$ cat config.mk
export PLATFORM = sky130hd
export DESIGN_NAME = spo2_ratio_calc
export DESIGN_NICKNAME = d
export VERILOG_FILES = /design/src/rtl/spo2_ratio_calc.sv
export SDC_FILE = /design/constraint.sdc
export NUM_CORES = 2
export LEC_CHECK = 0
export ABC_AREA = 1
export CORE_MARGIN = 2
export CORE_UTILIZATION = 65
export CTS_CLUSTER_DIAMETER = 100
export DETAILED_ROUTE_END_ITERATION = 7
export PLACE_DENSITY = 0.81
export REMOVE_ABC_BUFFERS = 1
export SYNTH_ARGS = -nofsm -noshare
export SYNTH_HDL_FRONTEND = slang
export SYNTH_SLANG_ARGS = --single-unit
$ cat constraint.sdc
create_clock -name clk -period 8.4 [get_ports clk]
set_clock_uncertainty 0.1 [all_clocks]
set_input_delay 1.68 -clock clk [delete_from_list [all_inputs] [get_ports clk]]
set_output_delay 1.68 -clock clk [all_outputs]
set_load 0.1 [all_outputs]
$ cat src/rtl/spo2_ratio_calc.sv
// SpO2 ratio-of-ratios: per-window AC/DC extraction on RED/IR channels
// and a bit-serial restoring divider producing R in unsigned Q8.8.
module spo2_ratio_calc #(
    parameter int WINDOW_LEN = 1000,
    parameter int DW         = 20
) (
    input  logic          clk,
    input  logic          rst_n,
    input  logic          enable,
    input  logic          sample_en,
    input  logic [DW-1:0] filter_red,
    input  logic [DW-1:0] filter_ir,
    output logic [DW-1:0] ac_red,
    output logic [DW-1:0] dc_red,
    output logic [DW-1:0] ac_ir,
    output logic [DW-1:0] dc_ir,
    output logic [15:0]   ratio_q88,
    output logic          ratio_valid,
    output logic          ratio_sat,
    output logic          busy
);

    localparam int          PW   = 2 * DW;
    localparam int          RW   = PW + 1;
    localparam logic [15:0] LAST = 16'(WINDOW_LEN - 1);

    typedef enum logic [1:0] {
        IDLE,
        CALC,
        DONE
    } state_t;

    state_t state;
    state_t next;

    logic [15:0]   cnt;
    logic          last;
    logic          win_close;
    logic [DW-1:0] max_red;
    logic [DW-1:0] min_red;
    logic [DW-1:0] max_ir;
    logic [DW-1:0] min_ir;

    logic [DW-1:0] ac_red_w;
    logic [DW-1:0] dc_red_w;
    logic [DW-1:0] ac_ir_w;
    logic [DW-1:0] dc_ir_w;
    logic [PW-1:0] num_w;
    logic [PW-1:0] den_w;

    logic [PW-1:0] num;
    logic [PW-1:0] den;
    logic [RW-1:0] rem;
    logic [RW-1:0] rem_in;
    logic [RW-1:0] trial;
    logic [15:0]   dlo;
    logic [15:0]   quot;
    logic [3:0]    div_cnt;
    logic          dbit;
    logic          ge;
    logic          pre_sat;
    logic          sat_r;
    logic          close_ok;

    assign last = (cnt == LAST);

    // Acquisition runs regardless of the divider; a strobe on the
    // close cycle already belongs to the next window.
    always_ff @(posedge clk or negedge rst_n) begin
        if (!rst_n) begin
            cnt       <= '0;
            win_close <= 1'b0;
            max_red   <= '0;
            min_red   <= '0;
            max_ir    <= '0;
            min_ir    <= '0;
        end else if (!enable) begin
            cnt       <= '0;
            win_close <= 1'b0;
        end else begin
            win_close <= sample_en && last;
            if (sample_en) begin
                cnt <= last ? 16'd0 : cnt + 16'd1;
                if (cnt == 16'd0) begin
                    max_red <= filter_red;
                    min_red <= filter_red;
                    max_ir  <= filter_ir;
                    min_ir  <= filter_ir;
                end else begin
                    if (filter_red > max_red) max_red <= filter_red;
                    if (filter_red < min_red) min_red <= filter_red;
                    if (filter_ir > max_ir) max_ir <= filter_ir;
                    if (filter_ir < min_ir) min_ir <= filter_ir;
                end
            end
        end
    end

    assign ac_red_w = max_red - min_red;
    assign ac_ir_w  = max_ir - min_ir;
    assign dc_red_w = DW'(({1'b0, max_red} + {1'b0, min_red}) >> 1);
    assign dc_ir_w  = DW'(({1'b0, max_ir} + {1'b0, min_ir}) >> 1);
    assign num_w    = PW'(ac_red_w) * PW'(dc_ir_w);
    assign den_w    = PW'(ac_ir_w) * PW'(dc_red_w);

    assign close_ok = enable && win_close && (state == IDLE);

    always_ff @(posedge clk or negedge rst_n) begin
        if (!rst_n) state <= IDLE;
        else        state <= next;
    end

    always_comb begin
        next = state;
        unique case (state)
            IDLE:    if (win_close) next = CALC;
            CALC:    if (div_cnt == 4'hF) next = DONE;
            DONE:    next = IDLE;
            default: next = IDLE;
        endcase
        if (!enable) next = IDLE;
    end

    // Dividend is num<<8; its top part (num>>8) seeds the remainder so
    // only the low 16 dividend bits need shifting in.
    assign dlo     = {num[7:0], 8'h00};
    assign dbit    = dlo[4'd15 - div_cnt];
    assign rem_in  = (div_cnt == 4'd0) ? RW'(num >> 8) : rem;
    assign trial   = {rem_in[PW-1:0], dbit};
    assign ge      = rem_in[PW] | (trial >= {1'b0, den});
    assign pre_sat = (den == '0) || ({8'h00, num} >= {den, 8'h00});

    always_ff @(posedge clk or negedge rst_n) begin
        if (!rst_n) begin
            ac_red      <= '0;
            dc_red      <= '0;
            ac_ir       <= '0;
            dc_ir       <= '0;
            num         <= '0;
            den         <= '0;
            rem         <= '0;
            quot        <= '0;
            div_cnt     <= '0;
            sat_r       <= 1'b0;
            ratio_q88   <= '0;
            ratio_sat   <= 1'b0;
            ratio_valid <= 1'b0;
        end else begin
            ratio_valid <= 1'b0;
            if (close_ok) begin
                ac_red <= ac_red_w;
                dc_red <= dc_red_w;
                ac_ir  <= ac_ir_w;
                dc_ir  <= dc_ir_w;
                num    <= num_w;
                den    <= den_w;
            end
            if (state == CALC && enable) begin
                div_cnt <= div_cnt + 4'd1;
                rem     <= ge ? trial - {1'b0, den} : trial;
                quot    <= {quot[14:0], ge};
                if (div_cnt == 4'd0) sat_r <= pre_sat;
            end else begin
                div_cnt <= '0;
            end
            if (state == DONE && enable) begin
                ratio_q88   <= sat_r ? 16'hFFFF : quot;
                ratio_sat   <= sat_r;
                ratio_valid <= 1'b1;
            end
        end
    end

    assign busy = (state == CALC);

endmodule
# ---- Word-level counts from Yosys, hierarchy flattened
# Index checks and enable logic that the tools add are counted.
dict set report totals {
  reg_bits 339
  inputBits 44
  word_cells 88
}
dict set report op_classes {
  addsub 8
  multipliers 2
  magnitude_cmp 7
  eq_ne 7
  muxes 23
  n_bitwise 1
  reduce_logical 20
}
# operator count
set ops {}
lappend ops {{$mux W20} 8}
lappend ops {{$mux W41} 2}
lappend ops {{$mul A20 B20 Y40} 2}
lappend ops {{$mux W16} 4}
lappend ops {{$ge A40 B48 Y1} 1}
lappend ops {{$add A20 B20 Y21} 2}
lappend ops {{$ge A41 B40 Y1} 1}
lappend ops {{$sub A41 B40 Y41} 1}
lappend ops {{$gt A20 B20 Y1} 2}
lappend ops {{$logic_not A40 Y1} 1}
lappend ops {{$lt A20 B20 Y1} 2}
lappend ops {{$sub A20 B20 Y20} 2}
lappend ops {{$add A16 B1 Y16 const B} 1}
lappend ops {{$eq A16 B10 Y1 const B} 1}
lappend ops {{$logic_not A16 Y1} 1}
lappend ops {{$reduce_and A3 Y1} 4}
lappend ops {{$reduce_bool A2 Y1} 4}
lappend ops {{$mux W2} 3}
lappend ops {{$logic_and A1 B1 Y1} 5}
lappend ops {{$lt A4 B5 Y1 const B} 1}
lappend ops {{$add A4 B1 Y4 const B} 1}
lappend ops {{$bmux W1 S4} 1}
lappend ops {{$eq A4 B4 Y1 const B} 1}
lappend ops {{$logic_not A4 Y1} 1}
lappend ops {{other kinds (13)} 16}

# ---- Logic depth before layout (Yosys ltp)
dict set report depth {
  word_depth 6
  depth_mapped 41
  depth_no_buf 39
}

# ---- Worst setup path after synthesis
# No wires, ideal clock.
dict set report synth_path {
  kind {register to register}
  from {reg max_red[0]}
  to {reg num[36]}
  setup_ps 118
  arrival_time_ps 7079
  required_ps 8182
  slack_ps 1103
  path_stages_with_launch 38
  synth_period_minus_slack_ps 7297
  cell_sequence {dfrtp_1 -> inv_1 -> ha_1 -> fa_1 -> nand3b_1 -> nand2_1 -> a21oi_2 -> o21ai_2 -> nand2_1 -> nand3_1 -> nand2_1 -> inv_2 -> buf_2 -> nand2_1 -> fa_1 -> inv_1 -> fa_1 -> inv_1 -> [... 2 more ...] -> fa_1 -> fa_1 -> fa_1 -> inv_1 -> fa_1 -> inv_1 -> ha_1 -> nand2_1 -> nor2_1 -> nand2_1 -> inv_1 -> nand4_1 -> nand3_1 -> nand3_1 -> nand2_1 -> nand2_1 -> nand3_1 -> nand2_1}
}
dict set report synth_between {
  elab_chain_len 2
}
# element line
set synth_rtl {}
lappend synth_rtl {{start: declaration} 39} ;# logic [DW-1:0] max_red;
lappend synth_rtl {{start signal: assignment} 85} ;# max_red <= filter_red;
lappend synth_rtl {{start signal: assignment} 90} ;# if (filter_red > max_red) max_red <= filter_red;
lappend synth_rtl {{$sub A20 B20 Y20} 99} ;# assign ac_red_w = max_red - min_red;
lappend synth_rtl {{$mul A20 B20 Y40} 103} ;# assign num_w = PW'(ac_red_w) * PW'(dc_ir_w);
lappend synth_rtl {{end signal: assignment} 155} ;# num <= num_w;
lappend synth_rtl {{end: declaration} 51} ;# logic [PW-1:0] num;
# Every way passes these cells.
# A chain may end at the register's enable or synchronous reset.

# ---- Worst setup path in the final report
dict set report layout_path {
  from {reg max_red[0]}
  to {reg num[32]}
}
# The elaborated chain is that of the path after synthesis.

==> flow_summary.html <==
<table>
<tr><th>Metric</th><th>Value</th></tr>
<tr><th colspan="2">Final layout</th></tr>
<tr><td>Fill cell instance count of the final layout</td><td>6,445</td></tr>
<tr><td>Net count of the finished layout</td><td>8,202</td></tr>
<tr><td>Fraction of final layout cells with drive strength greater than 1</td><td>0.0586</td></tr>
<tr><td>Multi-input gate area in the final layout</td><td>between 30,000 and 40,000 um2</td></tr>
<tr><td>Post-route cell area</td><td>roughly 56,000 um2</td></tr>
<tr><td>Register Area</td><td>8480 um2</td></tr>
<tr><td>Area growth from synthesis to layout</td><td>9.25%</td></tr>
<tr><th colspan="2">Logic synthesis</th></tr>
<tr><td>Most frequently used flop master after synthesis</td><td>sky130_fd_sc_hd__dfrtp_1</td></tr>
<tr><td>Largest cells by area after synthesis</td><td>sky130_fd_sc_hd__fa_1 (25%), sky130_fd_sc_hd__dfrtp_1 (17%), sky130_fd_sc_hd__ha_1 (13%)</td></tr>
<tr><td>Post-synthesis average cell area</td><td>7.49 um2</td></tr>
<tr><td>Most common cell in the synthesized netlist</td><td>sky130_fd_sc_hd__nand2_1</td></tr>
<tr><td>Commonest cells in the synthesized netlist</td><td>sky130_fd_sc_hd__nand2_1 (1,735), sky130_fd_sc_hd__inv_1 (1,295), sky130_fd_sc_hd__nor2_1 (666)</td></tr>
<tr><td>Share of the synthesized area in the top cell type</td><td>0.253</td></tr>
<tr><td>Count of different cell masters after synthesis</td><td>56</td></tr>
<tr><td>Number of synthesized register bits</td><td>339</td></tr>
<tr><td>Post-synthesis instance total</td><td>6,828</td></tr>
<tr><td>YS warnings</td><td>0</td></tr>
<tr><td>Sequential-to-total area share from yosys stat</td><td>0.166</td></tr>
<tr><td>Number of synthesized flops with an enable pin</td><td>0</td></tr>
<tr><td>Most area-hungry cell type in the Yosys netlist</td><td>sky130_fd_sc_hd__fa_1</td></tr>
<tr><td>Area of the mapped netlist</td><td>51,100 um2</td></tr>
<tr><td>Share of synthesized registers carrying an async set or reset</td><td>1.00</td></tr>
<tr><th colspan="2">Clock network</th></tr>
<tr><td>Clock buffer depth</td><td>3</td></tr>
<tr><td>Library cell used as clock root buffer</td><td>sky130_fd_sc_hd__clkbuf_16</td></tr>
<tr><td>Later-pin clock latency in the skew report</td><td>600 ps</td></tr>
<tr><td>Hold-fix buffer count after cts</td><td>0</td></tr>
<tr><td>Level count of the clock H-tree</td><td>2</td></tr>
<tr><td>Clock Sink Count</td><td>339</td></tr>
<tr><td>CTS tree</td><td>yes</td></tr>
<tr><td>Clk pin slew, worst setup/hold paths</td><td>~60 ps</td></tr>
<tr><td>Inserted Clock Buffers</td><td>42</td></tr>
<tr><th colspan="2">Worst setup path</th></tr>
<tr><td>Arr. time, crit path</td><td>around 8500 ps</td></tr>
<tr><td>Start of the worst register-to-register path</td><td>max_red[0]$_DFFE_PN0P_</td></tr>
<tr><td>CP Capture Type</td><td>flip-flop</td></tr>
<tr><td>Reg-to-reg slack, setup</td><td>around 280 ps</td></tr>
<tr><td>Terminus of the critical flop-to-flop path</td><td>num[32]$_DFFE_PN0P_</td></tr>
<tr><td>Largest stage delay on the critical path</td><td>550 ps</td></tr>
<tr><td>Crit Path Category</td><td>flip-flop to flip-flop</td></tr>
<tr><td>Slowest cell on the critical path</td><td>sky130_fd_sc_hd__fa_1</td></tr>
<tr><td>Crit path launch type</td><td>flip-flop</td></tr>
<tr><td>Req. time, crit path</td><td>8780 ps</td></tr>
<tr><td>Most common cell on crit path</td><td>sky130_fd_sc_hd__fa_1</td></tr>
<tr><td>Cells on worst reg2reg path</td><td>31</td></tr>
<tr><td>Worst-path fanout max</td><td>10</td></tr>
<tr><th colspan="2">Timing</th></tr>
<tr><td>Post-Route Hold Slack</td><td>382 ps</td></tr>
<tr><td>Final slew viol count</td><td>0</td></tr>
<tr><td>Slew of the pin with the lowest slew margin</td><td>1140 ps</td></tr>
<tr><td>Finish-stage setup viols</td><td>0</td></tr>
<tr><td>Max Clock Freq</td><td>123 MHz</td></tr>
<tr><td>Final Hold Fails</td><td>0</td></tr>
<tr><td>PnR worst setup slack</td><td>around 280 ps</td></tr>
<tr><td>Headroom to the max-slew limit</td><td>0.237</td></tr>
<tr><td>Time the worst path needs with I/O delays and setup</td><td>8120 ps</td></tr>
<tr><td>Final-layout setup total negative slack</td><td>0 ps</td></tr>
<tr><td>Fraction of the cycle the final worst path needs</td><td>0.967</td></tr>
<tr><th colspan="2">Place</th></tr>
<tr><td>Instance area after placement</td><td>approximately 54,000 um2</td></tr>
<tr><td>Detailed-placement wirelength estimate</td><td>129,000 um</td></tr>
<tr><td>RD Place Congestion</td><td>between 1 and 1.5</td></tr>
<tr><td>Buffers added on ports</td><td>142</td></tr>
<tr><td>Worst slack, placed</td><td>-12.5 ps</td></tr>
<tr><th colspan="2">Hold path</th></tr>
<tr><td>Hold_sp</td><td>rem[21]$_DFFE_PN0P_</td></tr>
<tr><td>Hold Crit Endpoint</td><td>rem[21]$_DFFE_PN0P_</td></tr>
<tr><td>Worst Hold Depth</td><td>2</td></tr>
<tr><td>Hold crit path type</td><td>flip-flop to flip-flop</td></tr>
<tr><th colspan="2">Global route</th></tr>
<tr><td>Number of global-route vias before repair</td><td>46,900</td></tr>
<tr><td>Largest net degree at the start of global routing</td><td>about 140</td></tr>
<tr><td>Total overflow reported by the global router</td><td>0</td></tr>
<tr><td>Global-route wire length before repair</td><td>254,000 um</td></tr>
<tr><td>Antenna violations before repair</td><td>5</td></tr>
<tr><td>GRT Resource Usage Total</td><td>0.402</td></tr>
<tr><th colspan="2">Floorplan</th></tr>
<tr><td>Horizontal die dimension</td><td>284 um</td></tr>
<tr><td># rows</td><td>102</td></tr>
<tr><td>Core region area</td><td>~78,000 um2</td></tr>
<tr><td>Initial core utilization</td><td>0.658</td></tr>
<tr><td>Count of boundary I/O pins</td><td>~140</td></tr>
<tr><td>Chip Height</td><td>about 280 um</td></tr>
<tr><td>Overall die area</td><td>80,900 um2</td></tr>
<tr><th colspan="2">Detailed routing</th></tr>
<tr><td>Detailed Route WL</td><td>161,000 um</td></tr>
<tr><td>Drt first pass iters</td><td>8</td></tr>
<tr><td>Drt wl/cell</td><td>19.9 um</td></tr>
<tr><td>Number of vias in the routed layout</td><td>46,500</td></tr>
<tr><td>Number of DRC markers in iteration 0</td><td>between 4,000 and 5,000</td></tr>
<tr><td>Via density per instance</td><td>between 5 and 6</td></tr>
<tr><td>DRC</td><td>0</td></tr>
<tr><td>Remaining antenna violation count</td><td>0</td></tr>
<tr><th colspan="2">Run status</th></tr>
<tr><td>Status</td><td>complete, no violations</td></tr>
<tr><th colspan="2">Job</th></tr>
<tr><td>Number of max-capacitance violations reported</td><td>0</td></tr>
</table>
==> routing by layer <==
layer | vias up | GRT usage | wire, um
met5 | - | 0 | 29
met4 | 4 | 0.189 | 9190
met3 | 537 | 0.0959 | 17400
met2 | 2493 | 0.625 | 70500
met1 | 22200 | 0.532 | 63500
li1 | 21300 | - | -
==> what timing repair did <==
item | CTS | global route
endpoints found under the hold margin | 0 | 0
endpoints found under the setup margin | 9 | 47
resized for setup | 1 | 51
setup buffers | 0 | 13
pin swaps | 0 | 1
==> logic make-up after synthesis <==
family,share of synthesized area
compound gates,0.0778
mux,0.00274
fa+ha+maj,0.383
simple gates,0.234
flops,0.166
xor+xnor,0.0195
buf+inv,0.117
==> cells in the final DEF (no fill, tap or decap), drive strengths merged, types with 9 or more instances in the layout <==
master,Yosys,routed
clkdlybuf4s50,0,141
fa,645,645
ha,532,532
xnor2,42,42
nand3,318,318
clkinv,13,19
nand4,52,52
dfrtp,339,339
a31oi,13,13
o21bai,21,21
nand3b,18,18
o21ai,309,309
nand2,1754,1754
a21boi,15,15
mux2i,14,14
or2,30,30
clkbuf,98,53
inv,1342,1345
o211ai,9,9
xor2,59,59
a21o,14,14
a2bb2oi,15,15
a21oi,283,283
buf,95,161
nor4,23,23
nor2,675,675
nor3,58,58
o21a,11,11
==> per-stage QoR <==
stage,util,instances
floorplan,-,6635
global placement,0.696,7964
detailed placement,0.696,7964
CTS,0.715,8040
global route,0.719,8053
finish,0.719,8055
==> sequential cells by signal, summed over array words and instances (netlist names), 2 cells and up <==
| signal | flops |
|---|---|
| max_red | 20 |
| quot | 16 |
| ac_red | 20 |
| dc_red | 20 |
| dc_ir | 20 |
| den | 40 |
| max_ir | 20 |
| min_red | 20 |
| ac_ir | 20 |
| div_cnt | 4 |
| ratio_q88 | 16 |
| rem | 41 |
| cnt | 16 |
| num | 40 |
| state | 2 |
| min_ir | 20 |
==> area by class of cell <==
cell class              count  area share
repair buffers            302      0.0483
flip-flops and latches    339       0.152
diodes                      2   0.0000896
inverters                1355      0.0916
well taps                1040      0.0233
clock buffers              53      0.0208
multi-input cells        4941       0.659
clock inverters            23     0.00531
==> worst max-delay path by stage <==
stage,start,endpoint,depth (start not counted)
finish,max_red[0]$_DFFE_PN0P_,num[32]$_DFFE_PN0P_,31
CTS,max_red[4]$_DFFE_PN0P_,num[39]$_DFFE_PN0P_,36
detailed placement,max_red[0]$_DFFE_PN0P_,num[24]$_DFFE_PN0P_,32
global placement,max_red[0]$_DFFE_PN0P_,num[30]$_DFFE_PN0P_,31
floorplan,enable,den[26]$_DFFE_PN0P_,4
global route,min_red[2]$_DFFE_PN0P_,num[37]$_DFFE_PN0P_,38
==> worst max-delay path, delay by kind of cell (launching register included) <==
| family | cells | cell delay (ps) |
|---|---|---|
| AOI/OAI and AO/OA | 5 | 1190 |
| adders and majority gates | 10 | 4290 |
| buffers and inverters | 4 | 470 |
| DFF | 1 | 400 |
| and+or+nand+nor | 12 | 1510 |
Power is left out: the tool's default activity adds up to more than one toggle a clock period on the data nets, which glitch-free logic cannot reach.
